--- src/rtl/crush_pkg.sv ---
// crush_pkg: shared RV32I load/store encodings and LSU state type for the crush CPU
package crush_pkg;

    localparam logic [6:0] OPCODE_LOAD  = 7'b0000011;
    localparam logic [6:0] OPCODE_STORE = 7'b0100011;

    localparam logic [2:0] FUNCT3_LB  = 3'd0;
    localparam logic [2:0] FUNCT3_LH  = 3'd1;
    localparam logic [2:0] FUNCT3_LW  = 3'd2;
    localparam logic [2:0] FUNCT3_LBU = 3'd4;
    localparam logic [2:0] FUNCT3_LHU = 3'd5;
    localparam logic [2:0] FUNCT3_SB  = 3'd0;
    localparam logic [2:0] FUNCT3_SH  = 3'd1;
    localparam logic [2:0] FUNCT3_SW  = 3'd2;

    typedef enum logic [1:0] {
        LSU_IDLE,
        LSU_BUS,
        LSU_BACKOFF,
        LSU_RESP
    } lsu_state_t;

    function automatic logic funct3_ok(input logic we, input logic [2:0] f3);
        return we ? (f3 <= FUNCT3_SW) : (f3 != 3'd3 && f3 <= FUNCT3_LHU);
    endfunction

endpackage

--- src/rtl/lsu_wishbone_if.sv ---
// lsu_wishbone_if: execute-side request/response plus Wishbone data bus of the LSU
interface lsu_wishbone_if;

    logic        req_valid_i;
    logic        req_ready_o;
    logic        req_we_i;
    logic [2:0]  req_funct3_i;
    logic [31:0] req_addr_i;
    logic [31:0] req_wdata_i;
    logic        rsp_valid_o;
    logic [31:0] rsp_rdata_o;
    logic        rsp_err_o;
    logic        cyc_o;
    logic        stb_o;
    logic        we_o;
    logic [31:0] adr_o;
    logic [3:0]  sel_o;
    logic [31:0] dat_o;
    logic [31:0] dat_i;
    logic        ack_i;
    logic        err_i;
    logic        rty_i;

    modport master (
        input  req_valid_i, req_we_i, req_funct3_i, req_addr_i, req_wdata_i,
        output req_ready_o, rsp_valid_o, rsp_rdata_o, rsp_err_o,
        output cyc_o, stb_o, we_o, adr_o, sel_o, dat_o,
        input  dat_i, ack_i, err_i, rty_i
    );

    modport slave (
        output req_valid_i, req_we_i, req_funct3_i, req_addr_i, req_wdata_i,
        input  req_ready_o, rsp_valid_o, rsp_rdata_o, rsp_err_o,
        input  cyc_o, stb_o, we_o, adr_o, sel_o, dat_o,
        output dat_i, ack_i, err_i, rty_i
    );

endinterface

--- src/rtl/lsu_align.sv ---
// lsu_align: store lane steering (sel/dat) and load lane extract with sign/zero extension
module lsu_align
    import crush_pkg::*;
(
    input  logic [2:0]  st_funct3_i,
    input  logic [1:0]  st_addr_i,
    input  logic [31:0] st_wdata_i,
    output logic [3:0]  sel_o,
    output logic [31:0] dat_o,
    input  logic [2:0]  ld_funct3_i,
    input  logic [1:0]  ld_addr_i,
    input  logic [31:0] ld_word_i,
    output logic [31:0] ld_data_o
);

    logic [7:0]  byte_v;
    logic [15:0] half_v;

    always_comb begin
        sel_o = st_funct3_i[1:0] == 2'd0 ? 4'b0001 << st_addr_i :
                st_funct3_i[1:0] == 2'd1 ? 4'b0011 << {st_addr_i[1], 1'b0} : 4'hF;
        dat_o = st_funct3_i[1:0] == 2'd0 ? {4{st_wdata_i[7:0]}} :
                st_funct3_i[1:0] == 2'd1 ? {2{st_wdata_i[15:0]}} : st_wdata_i;
        byte_v = 8'(ld_word_i >> {ld_addr_i, 3'b000});
        half_v = 16'(ld_word_i >> {ld_addr_i[1], 4'b0000});
        // funct3[2] set selects the unsigned (LBU/LHU) variant
        ld_data_o = ld_funct3_i[1:0] == 2'd0 ? {{24{~ld_funct3_i[2] & byte_v[7]}}, byte_v} :
                    ld_funct3_i[1:0] == 2'd1 ? {{16{~ld_funct3_i[2] & half_v[15]}}, half_v} : ld_word_i;
    end

endmodule

--- src/rtl/lsu_wishbone.sv ---
// lsu_wishbone: data-side load/store unit running one Wishbone classic cycle per request; LSU_MISALIGN_TRAP_EN traps misaligned half/word
module lsu_wishbone
    import crush_pkg::*;
#(
    parameter int MAX_RETRY      = 4,
    parameter int TIMEOUT_CYCLES = 256
) (
    input logic            clk_i,
    input logic            rst_ni,
    lsu_wishbone_if.master bus
);

    localparam int RW = $clog2(MAX_RETRY + 1);
    localparam int TW = $clog2(TIMEOUT_CYCLES);

    lsu_state_t  state_q, state_d;
    logic        we_q, we_d;
    logic [2:0]  funct3_q, funct3_d;
    logic [1:0]  addr_lo_q, addr_lo_d;
    logic [31:0] adr_q, adr_d;
    logic [3:0]  sel_q, sel_d;
    logic [31:0] dat_q, dat_d;
    logic [31:0] rdata_q, rdata_d;
    logic        err_q, err_d;
    logic [RW-1:0] retry_q, retry_d;
    logic [TW-1:0] tmo_q, tmo_d;

    logic [3:0]  sel_s;
    logic [31:0] dat_s;
    logic [31:0] ld_data;
    logic        bad_req;

    lsu_align u_align (
        .st_funct3_i(bus.req_funct3_i),
        .st_addr_i  (bus.req_addr_i[1:0]),
        .st_wdata_i (bus.req_wdata_i),
        .sel_o      (sel_s),
        .dat_o      (dat_s),
        .ld_funct3_i(funct3_q),
        .ld_addr_i  (addr_lo_q),
        .ld_word_i  (bus.dat_i),
        .ld_data_o  (ld_data)
    );

`ifdef LSU_MISALIGN_TRAP_EN
    assign bad_req = !funct3_ok(bus.req_we_i, bus.req_funct3_i) ||
                     (bus.req_funct3_i[1:0] == 2'd1 && bus.req_addr_i[0]) ||
                     (bus.req_funct3_i[1:0] == 2'd2 && bus.req_addr_i[1:0] != 2'd0);
`else
    assign bad_req = !funct3_ok(bus.req_we_i, bus.req_funct3_i);
`endif

    always_comb begin
        state_d   = state_q;
        we_d      = we_q;
        funct3_d  = funct3_q;
        addr_lo_d = addr_lo_q;
        adr_d     = adr_q;
        sel_d     = sel_q;
        dat_d     = dat_q;
        rdata_d   = rdata_q;
        err_d     = err_q;
        retry_d   = retry_q;
        tmo_d     = tmo_q;
        unique case (state_q)
            LSU_IDLE: if (bus.req_valid_i) begin
                we_d      = bus.req_we_i;
                funct3_d  = bus.req_funct3_i;
                addr_lo_d = bus.req_addr_i[1:0];
                adr_d     = {bus.req_addr_i[31:2], 2'b00};
                sel_d     = sel_s;
                dat_d     = dat_s;
                rdata_d   = '0;
                err_d     = bad_req;
                retry_d   = '0;
                tmo_d     = '0;
                state_d   = bad_req ? LSU_RESP : LSU_BUS;
            end
            LSU_BUS: begin
                tmo_d = tmo_q + 1'b1;
                // err beats ack beats rty when several terminations coincide
                if (bus.err_i) begin
                    err_d   = 1'b1;
                    state_d = LSU_RESP;
                end else if (bus.ack_i) begin
                    rdata_d = we_q ? '0 : ld_data;
                    state_d = LSU_RESP;
                end else if (bus.rty_i) begin
                    err_d   = retry_q == RW'(MAX_RETRY);
                    retry_d = retry_q + 1'b1;
                    state_d = retry_q == RW'(MAX_RETRY) ? LSU_RESP : LSU_BACKOFF;
                end else if (tmo_q == TW'(TIMEOUT_CYCLES - 1)) begin
                    err_d   = 1'b1;
                    state_d = LSU_RESP;
                end
            end
            LSU_BACKOFF: begin
                tmo_d   = '0;
                state_d = LSU_BUS;
            end
            LSU_RESP: state_d = LSU_IDLE;
            default:  state_d = LSU_IDLE;
        endcase
    end

    always_ff @(posedge clk_i or negedge rst_ni) begin
        if (!rst_ni) begin
            state_q   <= LSU_IDLE;
            we_q      <= 1'b0;
            funct3_q  <= '0;
            addr_lo_q <= '0;
            adr_q     <= '0;
            sel_q     <= '0;
            dat_q     <= '0;
            rdata_q   <= '0;
            err_q     <= 1'b0;
            retry_q   <= '0;
            tmo_q     <= '0;
        end else begin
            state_q   <= state_d;
            we_q      <= we_d;
            funct3_q  <= funct3_d;
            addr_lo_q <= addr_lo_d;
            adr_q     <= adr_d;
            sel_q     <= sel_d;
            dat_q     <= dat_d;
            rdata_q   <= rdata_d;
            err_q     <= err_d;
            retry_q   <= retry_d;
            tmo_q     <= tmo_d;
        end
    end

    assign bus.req_ready_o = state_q == LSU_IDLE;
    assign bus.rsp_valid_o = state_q == LSU_RESP;
    assign bus.rsp_rdata_o = rdata_q;
    assign bus.rsp_err_o   = err_q;
    assign bus.cyc_o       = state_q == LSU_BUS;
    assign bus.stb_o       = state_q == LSU_BUS;
    assign bus.we_o        = we_q;
    assign bus.adr_o       = adr_q;
    assign bus.sel_o       = sel_q;
    assign bus.dat_o       = dat_q;

endmodule

--- src/flat_wrapper.sv ---
// flat-port wrapper written by rule: the top's interface ports become plain ports
module lsu_wishbone_flat import crush_pkg::*;
#(
    parameter int MAX_RETRY      = 4,
    parameter int TIMEOUT_CYCLES = 256
)
  (clk_i, rst_ni, bus_req_valid_i, bus_req_we_i, bus_req_funct3_i, bus_req_addr_i, bus_req_wdata_i, bus_req_ready_o, bus_rsp_valid_o, bus_rsp_rdata_o, bus_rsp_err_o, bus_cyc_o, bus_stb_o, bus_we_o, bus_adr_o, bus_sel_o, bus_dat_o, bus_dat_i, bus_ack_i, bus_err_i, bus_rty_i);
  lsu_wishbone_if bus_i ();
  input logic clk_i;
  input logic rst_ni;
  input wire logic [$bits(bus_i.req_valid_i)-1:0] bus_req_valid_i;
  input wire logic [$bits(bus_i.req_we_i)-1:0] bus_req_we_i;
  input wire logic [$bits(bus_i.req_funct3_i)-1:0] bus_req_funct3_i;
  input wire logic [$bits(bus_i.req_addr_i)-1:0] bus_req_addr_i;
  input wire logic [$bits(bus_i.req_wdata_i)-1:0] bus_req_wdata_i;
  output wire logic [$bits(bus_i.req_ready_o)-1:0] bus_req_ready_o;
  output wire logic [$bits(bus_i.rsp_valid_o)-1:0] bus_rsp_valid_o;
  output wire logic [$bits(bus_i.rsp_rdata_o)-1:0] bus_rsp_rdata_o;
  output wire logic [$bits(bus_i.rsp_err_o)-1:0] bus_rsp_err_o;
  output wire logic [$bits(bus_i.cyc_o)-1:0] bus_cyc_o;
  output wire logic [$bits(bus_i.stb_o)-1:0] bus_stb_o;
  output wire logic [$bits(bus_i.we_o)-1:0] bus_we_o;
  output wire logic [$bits(bus_i.adr_o)-1:0] bus_adr_o;
  output wire logic [$bits(bus_i.sel_o)-1:0] bus_sel_o;
  output wire logic [$bits(bus_i.dat_o)-1:0] bus_dat_o;
  input wire logic [$bits(bus_i.dat_i)-1:0] bus_dat_i;
  input wire logic [$bits(bus_i.ack_i)-1:0] bus_ack_i;
  input wire logic [$bits(bus_i.err_i)-1:0] bus_err_i;
  input wire logic [$bits(bus_i.rty_i)-1:0] bus_rty_i;
  assign bus_i.req_valid_i = bus_req_valid_i;
  assign bus_i.req_we_i = bus_req_we_i;
  assign bus_i.req_funct3_i = bus_req_funct3_i;
  assign bus_i.req_addr_i = bus_req_addr_i;
  assign bus_i.req_wdata_i = bus_req_wdata_i;
  assign bus_req_ready_o = bus_i.req_ready_o;
  assign bus_rsp_valid_o = bus_i.rsp_valid_o;
  assign bus_rsp_rdata_o = bus_i.rsp_rdata_o;
  assign bus_rsp_err_o = bus_i.rsp_err_o;
  assign bus_cyc_o = bus_i.cyc_o;
  assign bus_stb_o = bus_i.stb_o;
  assign bus_we_o = bus_i.we_o;
  assign bus_adr_o = bus_i.adr_o;
  assign bus_sel_o = bus_i.sel_o;
  assign bus_dat_o = bus_i.dat_o;
  assign bus_i.dat_i = bus_dat_i;
  assign bus_i.ack_i = bus_ack_i;
  assign bus_i.err_i = bus_err_i;
  assign bus_i.rty_i = bus_rty_i;
  lsu_wishbone #(.MAX_RETRY(MAX_RETRY), .TIMEOUT_CYCLES(TIMEOUT_CYCLES)) u_core (.clk_i(clk_i), .rst_ni(rst_ni), .bus(bus_i));
endmodule
--- config.mk ---
export PLATFORM = sky130hd
export DESIGN_NAME = lsu_wishbone_flat
export DESIGN_NICKNAME = d
export VERILOG_FILES = /design/src/rtl/crush_pkg.sv /design/src/rtl/lsu_wishbone_if.sv /design/src/rtl/lsu_align.sv /design/src/rtl/lsu_wishbone.sv /design/src/flat_wrapper.sv
export SDC_FILE = /design/constraint.sdc
export NUM_CORES = 1
export LEC_CHECK = 0
export ABC_AREA = 0
export CAP_MARGIN = 5
export CORE_MARGIN = 8
export CORE_UTILIZATION = 35
export DETAILED_ROUTE_END_ITERATION = 10
export MAX_ROUTING_LAYER = met4
export PLACE_DENSITY = 0.66
export SYNTH_ARGS = -nofsm -noshare
export SYNTH_HDL_FRONTEND = slang
export SYNTH_SLANG_ARGS = --single-unit
--- constraint.sdc ---
create_clock -name clk_i -period 2.1 [get_ports clk_i]
set_input_delay 0.21 -clock clk_i [delete_from_list [all_inputs] [get_ports clk_i]]
set_output_delay 0.21 -clock clk_i [all_outputs]
set_load 0.1 [all_outputs]
Yosys cells after proc, flatten, opt, wreduce, memory -nomap -nowiden
Cells that the tools add are included.
{ "word_totals": {"reg_bits": 118, "in_bits": 106, "out_inout_bits": 106, "elab_cells": 84} }
{ "op_classes": {"addsub": 2, "magnitude_cmp": 2, "n_eq_ne": 16, "shift": 4, "n_mux": 33, "bitwise": 3, "reduce_logical": 13} }
{ "ops": {"columns": ["operator", "count"], "rows": [
  ["32-bit 2-to-1 mux", 8],
  ["32-bit case mux with 2 select lines", 1],
  ["32-bit by 5-bit right shift with 16-bit output", 1],
  ["32-bit by 5-bit right shift with 8-bit output", 1],
  ["8-bit case mux with 3 select lines", 1],
  ["2-bit 2-to-1 mux", 6],
  ["3-bit 2-to-1 mux", 4],
  ["8-bit by 1-bit adder with 8-bit output (second input constant)", 1],
  ["8-bit == test (second input constant)", 1],
  ["4-bit 2-to-1 mux", 2],
  ["8-bit 2-to-1 mux", 1],
  ["2-bit case mux with 4 select lines", 1],
  ["4-bit AND reduction", 2],
  ["1-bit 2-to-1 mux", 7],
  ["2-bit by 1-bit == test with 1-bit output (second input constant)", 3],
  ["2-bit zero test", 3],
  ["2-bit inequality test (second input constant)", 3],
  ["3-bit by 2-bit inequality test with 1-bit output (second input constant)", 2],
  ["3-bit case mux with 2 select lines", 1],
  ["2-bit AND reduction", 3],
  ["5-bit by 1-bit inequality test with 1-bit output (second input constant)", 1],
  ["5-bit AND reduction", 1],
  ["2-bit == test (second input constant)", 2],
  ["2-bit by 1-bit inequality test with 1-bit output (second input constant)", 2],
  ["14 further kinds", 15]
]} }

Depth between registers and ports, before layout
Gate-level depths: netlist of run 1.
{ "depth": {"word_depth": 8, "depth_mapped": 7, "mapped_depth_nobuf": 6} }

By module
Synthesis of run 1 repeated with hierarchy kept, for this count alone.
{ "unflattened": {"hier_cells": 584, "hier_area_um2": 6498.7} }
{ "by_module_without_submodules": {"columns": ["module", "instances", "cells_per_inst", "area_each_um2"], "rows": [
  ["lsu_wishbone", 1, 392, 5161.2],
  ["lsu_align", 1, 192, 1337.5]
]} }

Least setup slack after synthesis of run 1
Ideal clock, no wire load.
{ "synth_path": {"path_kind": "reg2reg", "from": "reg u_core.state_q[0]", "to": "reg u_core.sel_q[3] (netlist: u_core.bus.sel_o[3])", "setup_time_ns": 0.082, "arrival_ns": 2.746, "t_required_ns": 2.018, "slack_ns": -0.728, "path_stages_with_launch": 8, "n_path_buf": 3, "cell_sequence": "dfrtp_1 -> clkbuf_8 -> nor2_1 -> and2_1 -> clkbuf_1 -> clkbuf_1 -> nor2_1 -> a31oi_1"} }
{ "synth_via": {"elab_chain_len": 2} }
{ "synth_lines": {"columns": ["element", "line", "source"], "rows": [
  ["from (decl)", "lsu_wishbone.sv:16", "lsu_state_t state_q, state_d;"],
  ["from (signal assigned)", "lsu_wishbone.sv:120", "state_q <= state_d;"],
  ["2-bit zero test", null, null],
  ["net bus_req_ready_o", "flat_wrapper.sv:16", "output wire logic [$bits(bus_i.req_ready_o)-1:0] bus_req_ready_o;"],
  ["2-bit AND reduction (no line)", null, null],
  ["to (signal assigned)", "lsu_wishbone.sv:125", "sel_q <= sel_d;"],
  ["to (decl)", "lsu_wishbone.sv:21", "logic [3:0] sel_q, sel_d;"]
]} }
The timed path passes the listed nets, and every way through them passes these cells.
A chain may end at the register's enable or synchronous reset.

Worst setup path in the final report of run 1
{ "layout_path": {"from": "reg u_core.tmo_q[0]", "to": "reg u_core.err_q (netlist: u_core.bus.rsp_err_o)"} }
{ "layout_via": {"elab_chain_len": 3} }
{ "layout_lines": {"columns": ["element", "line", "source"], "rows": [
  ["from (decl)", "lsu_wishbone.sv:26", "logic [TW-1:0] tmo_q, tmo_d;"],
  ["from (signal assigned)", "lsu_wishbone.sv:130", "tmo_q <= tmo_d;"],
  ["8-bit == test", "lsu_wishbone.sv:92", "end else if (tmo_q == TW'(TIMEOUT_CYCLES - 1)) begin"],
  ["4-bit by 1-bit inequality test with 1-bit output (no line)", null, null],
  ["4-bit AND reduction (no line)", null, null],
  ["to (signal assigned)", "lsu_wishbone.sv:128", "err_q <= err_d;"],
  ["to (decl)", "lsu_wishbone.sv:24", "logic err_q, err_d;"]
]} }
No other way between the ends.

==> results of run 1 <==
-- registers in the layout, summed over array words and instances (netlist names) --
name,flops
u_core.addr_lo_q,2
u_core.funct3_q,3
u_core.state_q,2
u_core.bus.sel_o,4
u_core.bus.rsp_rdata_o,32
u_core.tmo_q,8
u_core.bus.we_o,1
u_core.retry_q,3
u_core.bus.rsp_err_o,1
u_core.bus.dat_o,32
u_core.bus.adr_o,30
-- cell families after synthesis --
logic type / synth area share
mux: 0.0772
xor+xnor: 0.00154
simple gates: 0.205
flops: 0.518
compound gates: 0.141
other cells: 0.000658
fa+ha+maj: 0.00658
buf+inv: 0.0505
-- cells in the mapped netlist, drive strengths merged (3+ instances only) --
library cell,count,area (µm²)
o22ai,16,100
a31oi,4,25.0
a22o,9,78.8
mux2i,26,260
nand2b,5,38.8
nor2,27,104
a21oi,24,120
inv,16,60.1
nor3,4,20.0
mux4,7,158
a221o,7,78.8
clkbuf,33,135
o21ai,68,340
and2,3,20.0
dfrtp,118,2950
buf,14,92.6
nand2,183,687
ha,3,37.5
nor2b,24,150
nand3,4,20.0
-- per-stage QoR --
step | instances | utilization | setup TNS [ns] | setup WS (ns)
floorplan | 622 | - | 0 | 0.131
global placement | 1017 | 0.491 | 0 | 0.0903
detailed placement | 1017 | 0.491 | -0.00857 | -0.00649
CTS | 1049 | 0.528 | 0 | 0.209
global route | 1049 | 0.528 | 0 | 0.112
finish | 1049 | 0.528 | 0 | 0.213
-- layer usage --
layer | vias up | track usage | share of wire
met2 | 206 | 0.284 | 0.47
met1 | 2487 | 0.218 | 0.42
met4 | 0 | 0.0664 | 0.019
met5 | - | - | 0
met3 | 24 | 0.0670 | 0.091
li1 | 2494 | - | -
-- worst max-delay path: cells and delay by family (launching register included) --
| family | cells | cell delay [ns] |
|---|---|---|
| AO/OA/AOI/OAI | 2 | 0.55 |
| flip-flops | 1 | 0.40 |
| multiplexers | 1 | 0.36 |
| adder cells (fa/ha/maj) | 1 | 0.28 |
| AND/OR/NAND/NOR | 1 | 0.17 |
-- area by class of cell --
cell class / count / share of cell area
Clock buffer: 21 / 0.0537
Clock inverter: 10 / 0.0155
Inverter: 16 / 0.00715
Multi-Input combinational cell: 441 / 0.295
Sequential cell: 118 / 0.352
Tap cell: 216 / 0.0322
Timing Repair Buffer: 227 / 0.245
-- how the worst max path moves through the flow --
stage                                                   to  slack [ns]  cells after the start
finish                    u_core.bus.rsp_err_o$_DFFE_PN0P_        0.21                      5
detailed placement   u_core.bus.rsp_rdata_o[8]$_DFFE_PN0P_      -0.006                      5
floorplan                                        bus_stb_o        0.13                      6
CTS                       u_core.bus.rsp_err_o$_DFFE_PN0P_        0.21                      5
global route                                     bus_cyc_o        0.11                      4
global placement    u_core.bus.rsp_rdata_o[13]$_DFFE_PN0P_        0.09                      5
==> impl_metrics.ini, run 1 <==
[global_routing]
gr-usage-all-layers = 0.184
grt_pass1_vias = 5480
grt-ovfl-total = 0
grt_start_max_net_pins = 94
antenna_found_initial = 0
grt_first_pass_wirelength_mm = 28.8

[timing]
worst_slew_pin_slew_ns = 0.633
holdWs_ns = 0.306
hold_violations = 0
maxSlewViolCount = 0
clock_skew_ns = 0.00748
max_freq_mhz = 530
fin_crit_sh = 0.898
finalSetupViolCount = 0
slew_headroom = 0.578
rsz0062_at_grt = no
period_needed_ns = 1.89

[setup_path]
start_kind = flop
r2r_setup_slack_ns = 0.21
endpoint_kind = flop
crit_start = u_core.tmo_q[0]$_DFFE_PN0P_
cp_cell_sequence = ha_1 > and3_1 > a2111o_1 > o2111ai_1 > mux2_2
slowest_delay_ns = 0.43
reg2reg_to = u_core.bus.rsp_err_o$_DFFE_PN0P_
r2r_start = u_core.tmo_q[0]$_DFFE_PN0P_
cpMaxStageDelayCell = a2111o_1
critPathArrivalTime_ns = 2.18
reg2reg_depth = 5
required_ns = 2.39
critPathKind = reg -> reg
worstPathMaxFanout = 6

[clocking]
cts-hold-fix-buffers = 1
cts_tree = done
h-tree-depth = 4
clock_path_buffers = 2
cts_buffers = 17
clk_latency_ns = 0.41
post-cts-setup-buffers = 0
clock-root-buffer = clkbuf_16
cts.sinks = 118
clkTransAtPathRegs_ns = 0.05
post_cts_resized = 0

[routing]
firstDrtPassIters = 5
vias = 5211
drt_iter0_markers = 254
routed_wl_mm = 18.2
ant_nets = 0
drc = 0
routedWlPerCell_um = 17.4
vias_per_cell = 4.97

[final_layout]
final_cell_area_um2 = 8390
final_common_cell = nand2_1
drive_above_1_share = 0.214
multi_input_comb_area_um2 = 2480
final_cell_mix = nand2_1 (182), dfrtp_1 (118), buf_4 (115)
regArea_um2 = 2950
area_delta_synth_final_pct = 47.2
diodes = 0
fill_cells = 1441
final_nets = 930

[die]
core_um2 = 15900
start_util = 0.359
die_w_um = 144
rows = 46
die_y_um = 144
die_area_um2 = 20600
io_pins = 212

[outcome]
outcome = finished clean

[synth]
avgSynthCellArea_um2 = 9.18
synth.distinct_cells = 50
async_flop_share = 1.00
synth_warnings = 0
synth.cell_area_um2 = 5700
synthCells = 621
ys_seq_area_frac = 0.518
ys_dominant_reg_cell = dfrtp_1
synth_edf_count = 0
ys_ff_latch = 118

[flow_run]
maxCapViolCount = 0

[worst_hold_path]
hp-class = in -> async

[place]
hpwl_mm = 13.5
place.gp.congestion = 0.818
io_buffer_count = 209
place_area_um2 = 7800
Power of run 1 is left out: the tool's default activity adds up to more than one toggle a clock period on the data nets, which glitch-free logic cannot reach.
==> run 2: changes to the inputs <==
- CTS_CLUSTER_DIAMETER: default -> 80
==> results of run 2 <==
Same layout as run 1: the final DEF is identical, and so are final timing and power.
Power of run 2 is left out for the same reason.
==> run 3: changes to the inputs <==
- CAP_MARGIN: 5 -> 20
- CORE_UTILIZATION: 35 -> 45
- PLACE_DENSITY: 0.66 -> 0.81
==> run 3 against run 2 <==
Net effect: utilization up 14 points; clock skew up 0.0014 ns; via count up 1.0%; sequential cell count unchanged; count of clock-buffer cells in the layout up 4; cell count down 4.2%; maximum frequency down 0.18%.
==> impl_metrics.ini, run 3 (synthesis gave the netlist of run 1 again) <==
[timing]
rsz0062_at_grt = no
clock_skew_ns = 0.00884
fin_crit_sh = 0.900
period_needed_ns = 1.89
max_freq_mhz = 529
finalSetupViolCount = 0
slew_headroom = 0.600
setup_slack_ns = 0.210
hold_violations = 0
tns_ns = 0
maxSlewViolCount = 0
holdWs_ns = 0.294
worst_slew_pin_slew_ns = 0.600

[setup_path]
cpMaxStageDelayCell = dfrtp_1
cp_cell_sequence = nand2b_4 > inv_1 > buf_4 > buf_12
crit_start = u_core.state_q[0]$_DFFE_PN0P_
crit_cells = 4
endpoint_kind = output port
r2r_start = u_core.tmo_q[0]$_DFFE_PN0P_
critical_path_buf_inv_count = 3
slowest_delay_ns = 0.58
required_ns = 1.89
critPathKind = reg -> out
start_kind = flop
reg2reg_to = u_core.bus.rsp_err_o$_DFFE_PN0P_
reg2reg_depth = 5
crit_family = flip-flops
r2r_setup_slack_ns = 0.22
critPathArrivalTime_ns = 1.68
worstSetupEndpoint = bus_stb_o
worstPathMaxFanout = 12

[final_layout]
area_delta_synth_final_pct = 47.0
final_cell_mix = nand2_1 (182), dfrtp_1 (118), buf_4 (115)
drive_above_1_share = 0.214
fill_cells = 1016
diodes = 0
final_nets = 929
final_util = 0.670
final_common_cell = nand2_1

[clocking]
h-tree-depth = 4
clkTransAtPathRegs_ns = 0.05
post_cts_resized = 0
clock-root-buffer = clkbuf_16
cts_tree = done
clk_latency_ns = 0.41
cts_buffers = 17
clock_path_buffers = 2
cts.sinks = 118

[global_routing]
grt_start_max_net_pins = 65
grt-ovfl-total = 0
gr-usage-all-layers = 0.222
grt_pass1_vias = 5425
grt_first_pass_wirelength_mm = 28.1
grt.busiest_layer = met2
grtUsageMet3 = 0.0596
use_met1 = 0.261
antenna_found_initial = 0
use_met2 = 0.365

[routing]
vias = 5264
routedWlPerCell_um = 17.6
drc = 0
ant_nets = 0
drt_iter0_markers = 552
vias_per_cell = 5.24
routed_wl_mm = 17.7
firstDrtPassIters = 5

[die]
die_area_um2 = 16500
core_um2 = 12500
start_util = 0.456
rows = 41
die_w_um = 129
die_y_um = 129
io_pins = 212

[place]
place.gp.congestion = 0.867
pre_cts_ws_ns = 0.0499
hpwl_mm = 13.2
io_buffer_count = 209

[worst_hold_path]
hp-class = in -> async

[flow_run]
maxCapViolCount = 0

[outcome]
outcome = finished clean
-- run 3: area by class of cell --
type / count / area (µm²) / share of cell area
repair buffers: 226 / 2030 / 0.243
flip-flops and latches: 118 / 2950 / 0.352
well taps: 172 / 215 / 0.0257
inverters: 16 / 60.1 / 0.00716
clock inverters: 7 / 140 / 0.0167
clock buffers: 25 / 505 / 0.0603
multi-input cells: 441 / 2480 / 0.295
-- run 3: worst min path at each step --
stage,start,end,slack [ns],depth (start not counted)
after floorplan,rst_ni,u_core.addr_lo_q[0]$_DFFE_PN0P_,-0.09,0
after global placement,rst_ni,u_core.tmo_q[5]$_DFFE_PN0P_,0.18,1
after detailed placement,rst_ni,u_core.tmo_q[4]$_DFFE_PN0P_,0.18,1
after CTS,rst_ni,u_core.tmo_q[4]$_DFFE_PN0P_,0.31,2
after global routing,bus_req_addr_i[8],u_core.bus.adr_o[8]$_DFFE_PN0P_,0.33,3
final,rst_ni,u_core.tmo_q[4]$_DFFE_PN0P_,0.29,2
-- run 3: layer usage --
metal,vias to the layer above,share of wire
li1,2491,-
met1,2524,0.42
met5,-,0
met4,0,0.016
met3,26,0.073
met2,223,0.50
-- run 3: what timing repair did --
action / CTS / global route
hold buffers: 1 / 0
setup endpoints to repair: 0 / 0
hold endpoints to repair: 30 / 0
buffers inserted: 0 / 0
-- run 3: stage by stage --
step                instance area (µm²)  instances
finish                             8380       1005
global route                       8380       1005
CTS                                8380       1005
detailed placement                 7730        972
global placement                   7730        972
floorplan                          5710        622
Power of run 3 is left out for the same reason.
